==> config.mk <==
export PLATFORM = sky130hd
export DESIGN_NAME = modn_counter_flat
export DESIGN_NICKNAME = d
export VERILOG_FILES = /design/src/rtl/modn_counter_if.sv /design/src/rtl/modn_counter.sv /design/src/flat_wrapper.sv
export SDC_FILE = /design/constraint.sdc
export NUM_CORES = 1
export LEC_CHECK = 0
export CELL_PAD_IN_SITES_DETAIL_PLACEMENT = 1
export CELL_PAD_IN_SITES_GLOBAL_PLACEMENT = 1
export CORE_AREA = 2 2 39 41
export DETAILED_ROUTE_END_ITERATION = 10
export DIE_AREA = 0 0 41 43
export DONT_BUFFER_PORTS = 1
export HOLD_SLACK_MARGIN = 0.05
export PLACE_DENSITY_LB_ADDON = 0.3
export SYNTH_ARGS = -nofsm -noshare
export SYNTH_HDL_FRONTEND = slang
export SYNTH_SLANG_ARGS = --single-unit
==> constraint.sdc <==
create_clock -name clk -period 1.7 [get_ports clk]
set_input_delay 0 -clock clk [delete_from_list [all_inputs] [get_ports clk]]
set_output_delay 0 -clock clk [all_outputs]
set_load 0.005 [all_outputs]
==> src/rtl/modn_counter_if.sv <==
// Signal bundle for the modulo-N counter: control inputs, load data and count/status outputs.
`timescale 1ns/1ps
interface modn_counter_if #(
  parameter int WIDTH = 4
) ();
  logic             en;
  logic             up_dn;
  logic             clr;
  logic             load;
  logic [WIDTH-1:0] load_val;
  logic [WIDTH-1:0] Q;
  logic             tc;
  logic             wrap;
  logic             load_err;

  modport master (
    output en, up_dn, clr, load, load_val,
    input  Q, tc, wrap, load_err
  );

  modport slave (
    input  en, up_dn, clr, load, load_val,
    output Q, tc, wrap, load_err
  );
endinterface

==> src/rtl/modn_counter.sv <==
// Parametrised falling-edge modulo-N up/down counter with clear, parallel load,
// terminal-count and registered wrap / load-error pulses for cascading.
`timescale 1ns/1ps
module modn_counter #(
  parameter int WIDTH   = 4,
  parameter int MODULUS = 13
) (
  input  logic          clk,
  input  logic          mrst,
  modn_counter_if.slave bus
);

  generate
    if (MODULUS < 2 || MODULUS > (1 << WIDTH)) begin : g_bad_modulus
      $error("modn_counter: MODULUS %0d outside legal range 2..2**WIDTH", MODULUS);
    end
  endgenerate

  localparam logic [WIDTH-1:0] MAX_Q   = WIDTH'(MODULUS - 1);
  localparam logic [WIDTH-1:0] ONE     = WIDTH'(1);
  localparam logic [WIDTH:0]   MOD_EXT = (WIDTH+1)'(MODULUS);

  // Wrapping step in WIDTH bits; at MODULUS == 2**WIDTH the explicit wrap
  // and the natural overflow agree.
  function automatic logic [WIDTH-1:0] mod_inc(input logic [WIDTH-1:0] v);
    return (v == MAX_Q) ? '0 : v + ONE;
  endfunction

  function automatic logic [WIDTH-1:0] mod_dec(input logic [WIDTH-1:0] v);
    return (v == '0) ? MAX_Q : v - ONE;
  endfunction

  logic [WIDTH-1:0] q_p0;
  logic             wrap_p0;
  logic             load_err_p0;

  logic [WIDTH-1:0] q_nxt;
  logic             wrap_nxt;
  logic             load_err_nxt;
  logic             load_ok;

  assign load_ok = ({1'b0, bus.load_val} < MOD_EXT);

  always_comb begin
    q_nxt        = q_p0;
    wrap_nxt     = 1'b0;
    load_err_nxt = 1'b0;
    if (bus.clr) begin
      q_nxt = '0;
    end else if (bus.load) begin
      if (load_ok) begin
        q_nxt = bus.load_val;
      end else begin
        q_nxt        = '0;
        load_err_nxt = 1'b1;
      end
    end else if (bus.en) begin
      if (bus.up_dn) begin
        q_nxt    = mod_inc(q_p0);
        wrap_nxt = (q_p0 == MAX_Q);
      end else begin
        q_nxt    = mod_dec(q_p0);
        wrap_nxt = (q_p0 == '0);
      end
    end
  end

  // Stage p0: count and status registers, updated on the falling edge
  always_ff @(negedge clk or negedge mrst) begin
    if (!mrst) begin
      q_p0        <= '0;
      wrap_p0     <= 1'b0;
      load_err_p0 <= 1'b0;
    end else begin
      q_p0        <= q_nxt;
      wrap_p0     <= wrap_nxt;
      load_err_p0 <= load_err_nxt;
    end
  end

  assign bus.Q        = q_p0;
  assign bus.wrap     = wrap_p0;
  assign bus.load_err = load_err_p0;
  assign bus.tc       = bus.en & (bus.up_dn ? (q_p0 == MAX_Q) : (q_p0 == '0));

endmodule

==> src/flat_wrapper.sv <==
// flat-port wrapper written by rule: the top's interface ports become plain ports
module modn_counter_flat 
#(
  parameter int WIDTH   = 4,
  parameter int MODULUS = 13
)
  (clk, mrst, bus_en, bus_up_dn, bus_clr, bus_load, bus_load_val, bus_Q, bus_tc, bus_wrap, bus_load_err);
  modn_counter_if #(.WIDTH(WIDTH)) bus_i ();
  input  logic clk;
  input  logic mrst;
  input wire logic [$bits(bus_i.en)-1:0] bus_en;
  input wire logic [$bits(bus_i.up_dn)-1:0] bus_up_dn;
  input wire logic [$bits(bus_i.clr)-1:0] bus_clr;
  input wire logic [$bits(bus_i.load)-1:0] bus_load;
  input wire logic [$bits(bus_i.load_val)-1:0] bus_load_val;
  output wire logic [$bits(bus_i.Q)-1:0] bus_Q;
  output wire logic [$bits(bus_i.tc)-1:0] bus_tc;
  output wire logic [$bits(bus_i.wrap)-1:0] bus_wrap;
  output wire logic [$bits(bus_i.load_err)-1:0] bus_load_err;
  assign bus_i.en = bus_en;
  assign bus_i.up_dn = bus_up_dn;
  assign bus_i.clr = bus_clr;
  assign bus_i.load = bus_load;
  assign bus_i.load_val = bus_load_val;
  assign bus_Q = bus_i.Q;
  assign bus_tc = bus_i.tc;
  assign bus_wrap = bus_i.wrap;
  assign bus_load_err = bus_i.load_err;
  modn_counter #(.WIDTH(WIDTH), .MODULUS(MODULUS)) u_core (.clk(clk), .mrst(mrst), .bus(bus_i));
endmodule
# Word level (Yosys, flattened, before mapping)
# Index checks and enable logic that the tools add are counted.
# Widths: inputs -> output; s select.
# classes
multipliers,0
shift,0
add_sub_neg,2
reduce_logical,2
mux,14
n_bitwise,1
n_lt_le_gt_ge,1
eq_ne,1
n_div,0
# op_table
op,count
$mux 4,7
$mux 1,7
$add 4x1->4 const B,1
$eq 4x4->1 const B,1
$logic_not 4->1,1
$lt 4x4->1 const B,1
$sub 4x1->4 const B,1
$reduce_bool 3->1,1
$and 1x1->1,1
# word_totals
regBits,6
ram_bits,0
romBits,0
n_memories,0
latchBits,0

# Logic depth before layout (Yosys ltp)
# logic_depth
word_depth,6
ltp_mapped,6
ltp_nobuf,6

==> results by stage <==
Synthesis:
- The area of the mapped netlist is 503 sq um.
- Of the total synthesized cell area, the portion taken by XOR and XNOR cells is 0.
- For this run, the leading register cell type out of synthesis is dfrtn_1.
- The main combinational cell family by area after synthesis is compound AO/OA/AOI/OAI gates.
- The share of synthesized area in the top cell type comes to 0.299.
- The number of different library cells used by synthesis comes to 30.
- Counting flops with a built-in enable in the synthesized netlist gives 0.
- A synthesized cell averages 8.53 sq um.
- The dominant cell type by area after synthesis is dfrtn_1.
- Counting instances in the post-synthesis netlist gives the leading cell types as o21ai_0, dfrtn_1, inv_1.
- For this run, the register share of the synthesized area comes to 0.299.
- Of the total synthesized cell area, the portion taken by full adders, half adders and majority gates is 0.0498.
- Synthesis produced 59 cells.
- The register bit count reported by yosys is 6.
- In the post-synthesis netlist, the cell with the most instances is o21ai_0.
- In the synthesized netlist the async set-or-reset flop fraction comes to 1.00.
- Yosys attributes the largest share of cell area to dfrtn_1, o21ai_0, ha_1, nor3b_1, o31a_2.
- The simple-gate share of the synthesized area is 0.234.
- The multiplexer fraction of the synthesized cell area is 0.0199.
- The share of the synthesized area in compound gates (AO/OA/AOI/OAI) is 0.313.
- The Yosys warning count is 0.
- Synthesis produced a netlist with a net count of 71.

Cells and area:
- Of the cells placed in the final design, the portion with a size suffix greater than 1 is 0.384.
- The non-filler instance count after layout is 89.
- The area growth from synthesis to layout is 33.3%.
- The number of antenna diodes is 0.
- The net count reported at finish is 87.
- The post-route cell area is 671 sq um.

Floorplanning:
- The height of the die is 43 microns.
- The die covers 1760 sq um.
- In this run the core area contains 14 standard-cell rows.
- The boundary pin count is 17.
- The horizontal die dimension is 41 microns.
- The region available for standard cell placement spans 1380 sq um.
- The initial utilization of the core area, before any placement, comes to 0.363.

Global route:
- The fraction of met2 tracks used by global routing is 0.297.
- The met1 usage is 0.260.
- The first global-routing pass estimated 2.33 mm of wire.
- Entering global routing, the biggest net connects 12 pins.
- Across every metal layer, demand over resource in global routing totals 0.197.
- The overflow left after global routing is 0.
- The most used routing layer is met2.
- The number of global-route vias before repair is 529.
- The global routing met3 resource utilization is 0.0471.
- The number of antenna violations at the first check in global routing is 0.

Worst setup path:
- The critical-path maximum fanout is 2.
- The worst setup path category is reg -> out.
- The register-to-register setup slack is 40 ps.
- The data arrival at the endpoint of the critical path is 2190 ps.
- For the worst flop-to-flop path, the logic depth is 9.
- The critical path required time is 1700 ps.
- The endpoint of the lowest-slack register-to-register path is u_core.bus.Q[0].
- The kind of start point of the critical path is a flip-flop.
- The type of destination of the critical path is an output pin.
- In this run the critical register-to-register path is launched from u_core.bus.Q[1].

Timing:
- The final number of setup-violating endpoints is 4.
- The relative slew slack is 0.718.
- The clock arrives with 0.0510 ps of skew.
- Setup repair after global routing could not meet its margin everywhere.
- The actual slew at the worst max-slew pin is 419 ps.
- Setup total negative slack on the finished layout was measured at -785 ps.
- The worst hold margin is 121 ps.
- Across all setup checks in the final design, the least slack found is -487 ps.
- The number of hold-slack violations in the final timing report is 0.
- The count of final max-slew check failures is 0.

Detailed routing:
- The routed layout has 508 vias.
- The remaining design rule violation count is 0.
- After detailed routing, the number of vias per cell comes to 5.71.
- The routed design has 1.52 mm of wire.
- In the final routed layout, each cell accounts on average for 17.0 microns.
- Once detail routing completed, the nets flagged for antenna violations numbered 0.
- The initial DRC count is 5.
- The pre-antenna-repair detailed-routing pass consisted of 4 iterations.

Clock network:
- The clock drives 6 sinks.
- The clock passes through at most 2 buffers.
- Clock-pin slew was measured on the worst setup and hold paths at 30 ps.
- TritonCTS built the clock tree.
- The number of buffers added by the clock tree synthesis step is 3.
- In this run the number of H-tree levels came out at 1.
- Clock tree synthesis selected as its root buffer the cell clkbuf_4.
- The clock latency on the worst-skew pair is 250 ps.
- The count of hold-fix buffers inserted at cts is 0.

Placement:
- The routability-driven placement congestion ratio is 0.791.
- The count of buffers from port buffering is 0.
- The detailed placer's ending HPWL is 1.11 mm.
- In this run the cell area measured after placement is 577 sq um.
- The post-placement cell count is 82.

Worst hold path:
- The path with the worst hold slack has its endpoint at bus_tc.
- The beginning of the worst hold path is bus_en.
- The class of the tightest hold or removal check is in -> out.
- The number of stages on the worst hold path is 1.

Power:
- Dividing total power by cell area gives a power density of 701 nW/um^2.
- The standby leakage power is 0.291 nW.
- VDD sags by at most 416 uV.

Flow run:
- The tool flagged a number of max-cap violations equal to 0.

Run status:
- The run finished, with violations left.
- The checks that failed: negative setup slack.
==> cell type report <==
cell class	count	area [sq um]
Multi-Input combinational cell	45	335
Tap cell	16	20.0
Clock buffer	3	22.5
Sequential cell	6	150
Fill cell	171	713
Inverter	5	18.8
Timing Repair Buffer	14	124
==> flip-flops by register name, summed over array words and instances (netlist names) <==
name	count
u_core.bus.Q	4
u_core.bus.wrap	1
u_core.bus.load_err	1
==> layout by cell type (no fill, tap or decap), types with 2 or more instances in the layout <==
cell type and instances:
dfrtn_1 6, a21oi_1 2, clkbuf_4 3, o31ai_1 2
o31a_2 2, nor2_1 2, nor3b_1 3, a31oi_1 2
o21ai_0 7, nand2_1 4, inv_1 5, buf_6 5
buf_4 9
==> worst max-delay path by stage <==
stage | slack (ps) | endpoint | startpoint
floorplan | -230 | bus_tc | u_core.bus.Q[2]
global placement | -140 | bus_tc | u_core.bus.Q[3]
detailed placement | -230 | bus_tc | u_core.bus.Q[3]
CTS | -460 | bus_tc | u_core.bus.Q[3]
global route | -520 | bus_tc | u_core.bus.Q[3]
finish | -490 | bus_tc | u_core.bus.Q[3]
==> worst max-delay path, cell delays in order (launching register included) <==
cell and delay, ps:
dfrtn_1 370, or3_4 400, a21boi_4 150, and2_4 160
==> per-stage QoR <==
stage               worst slack (ps)  power [mW]   util
detailed placement              -226       0.307  0.417
global route                    -518       0.502  0.485
finish                          -487       0.470  0.485
floorplan                       -227       0.262      -
global placement                -140       0.303  0.417
CTS                             -464       0.454  0.456
==> cell families (layout without fill, tap and decap cells) <==
kind of cell | Yosys count | count (layout)
buffers and inverters | 8 | 22
adders and majority gates | 2 | 2
and+or+nand+nor | 19 | 19
muxes | 1 | 1
DFF | 6 | 6
AOI/OAI and AO/OA | 23 | 23
==> power by group <==
part	internal, mW	total [mW]	switching (mW)
Sequential	0.155	0.164	0.00882
Combinational	0.100	0.180	0.0791
Clock	0.0796	0.127	0.0473
Total	0.335	0.470	0.135
==> repair_timing <==
action,4_1_cts,5_1_grt
setup buffers,3,2
setup endpoints to repair,2,6
resized for setup,3,8
pin swaps,3,1
==> layer usage <==
| layer | up-vias | share of wire |
|---|---|---|
| li1 | 250 | - |
| met1 | 248 | 0.44 |
| met2 | 10 | 0.52 |
| met3 | 0 | 0.039 |
| met4 | 0 | 0 |
| met5 | - | 0 |
No activity file was read; power rests on OpenSTA's default activity.
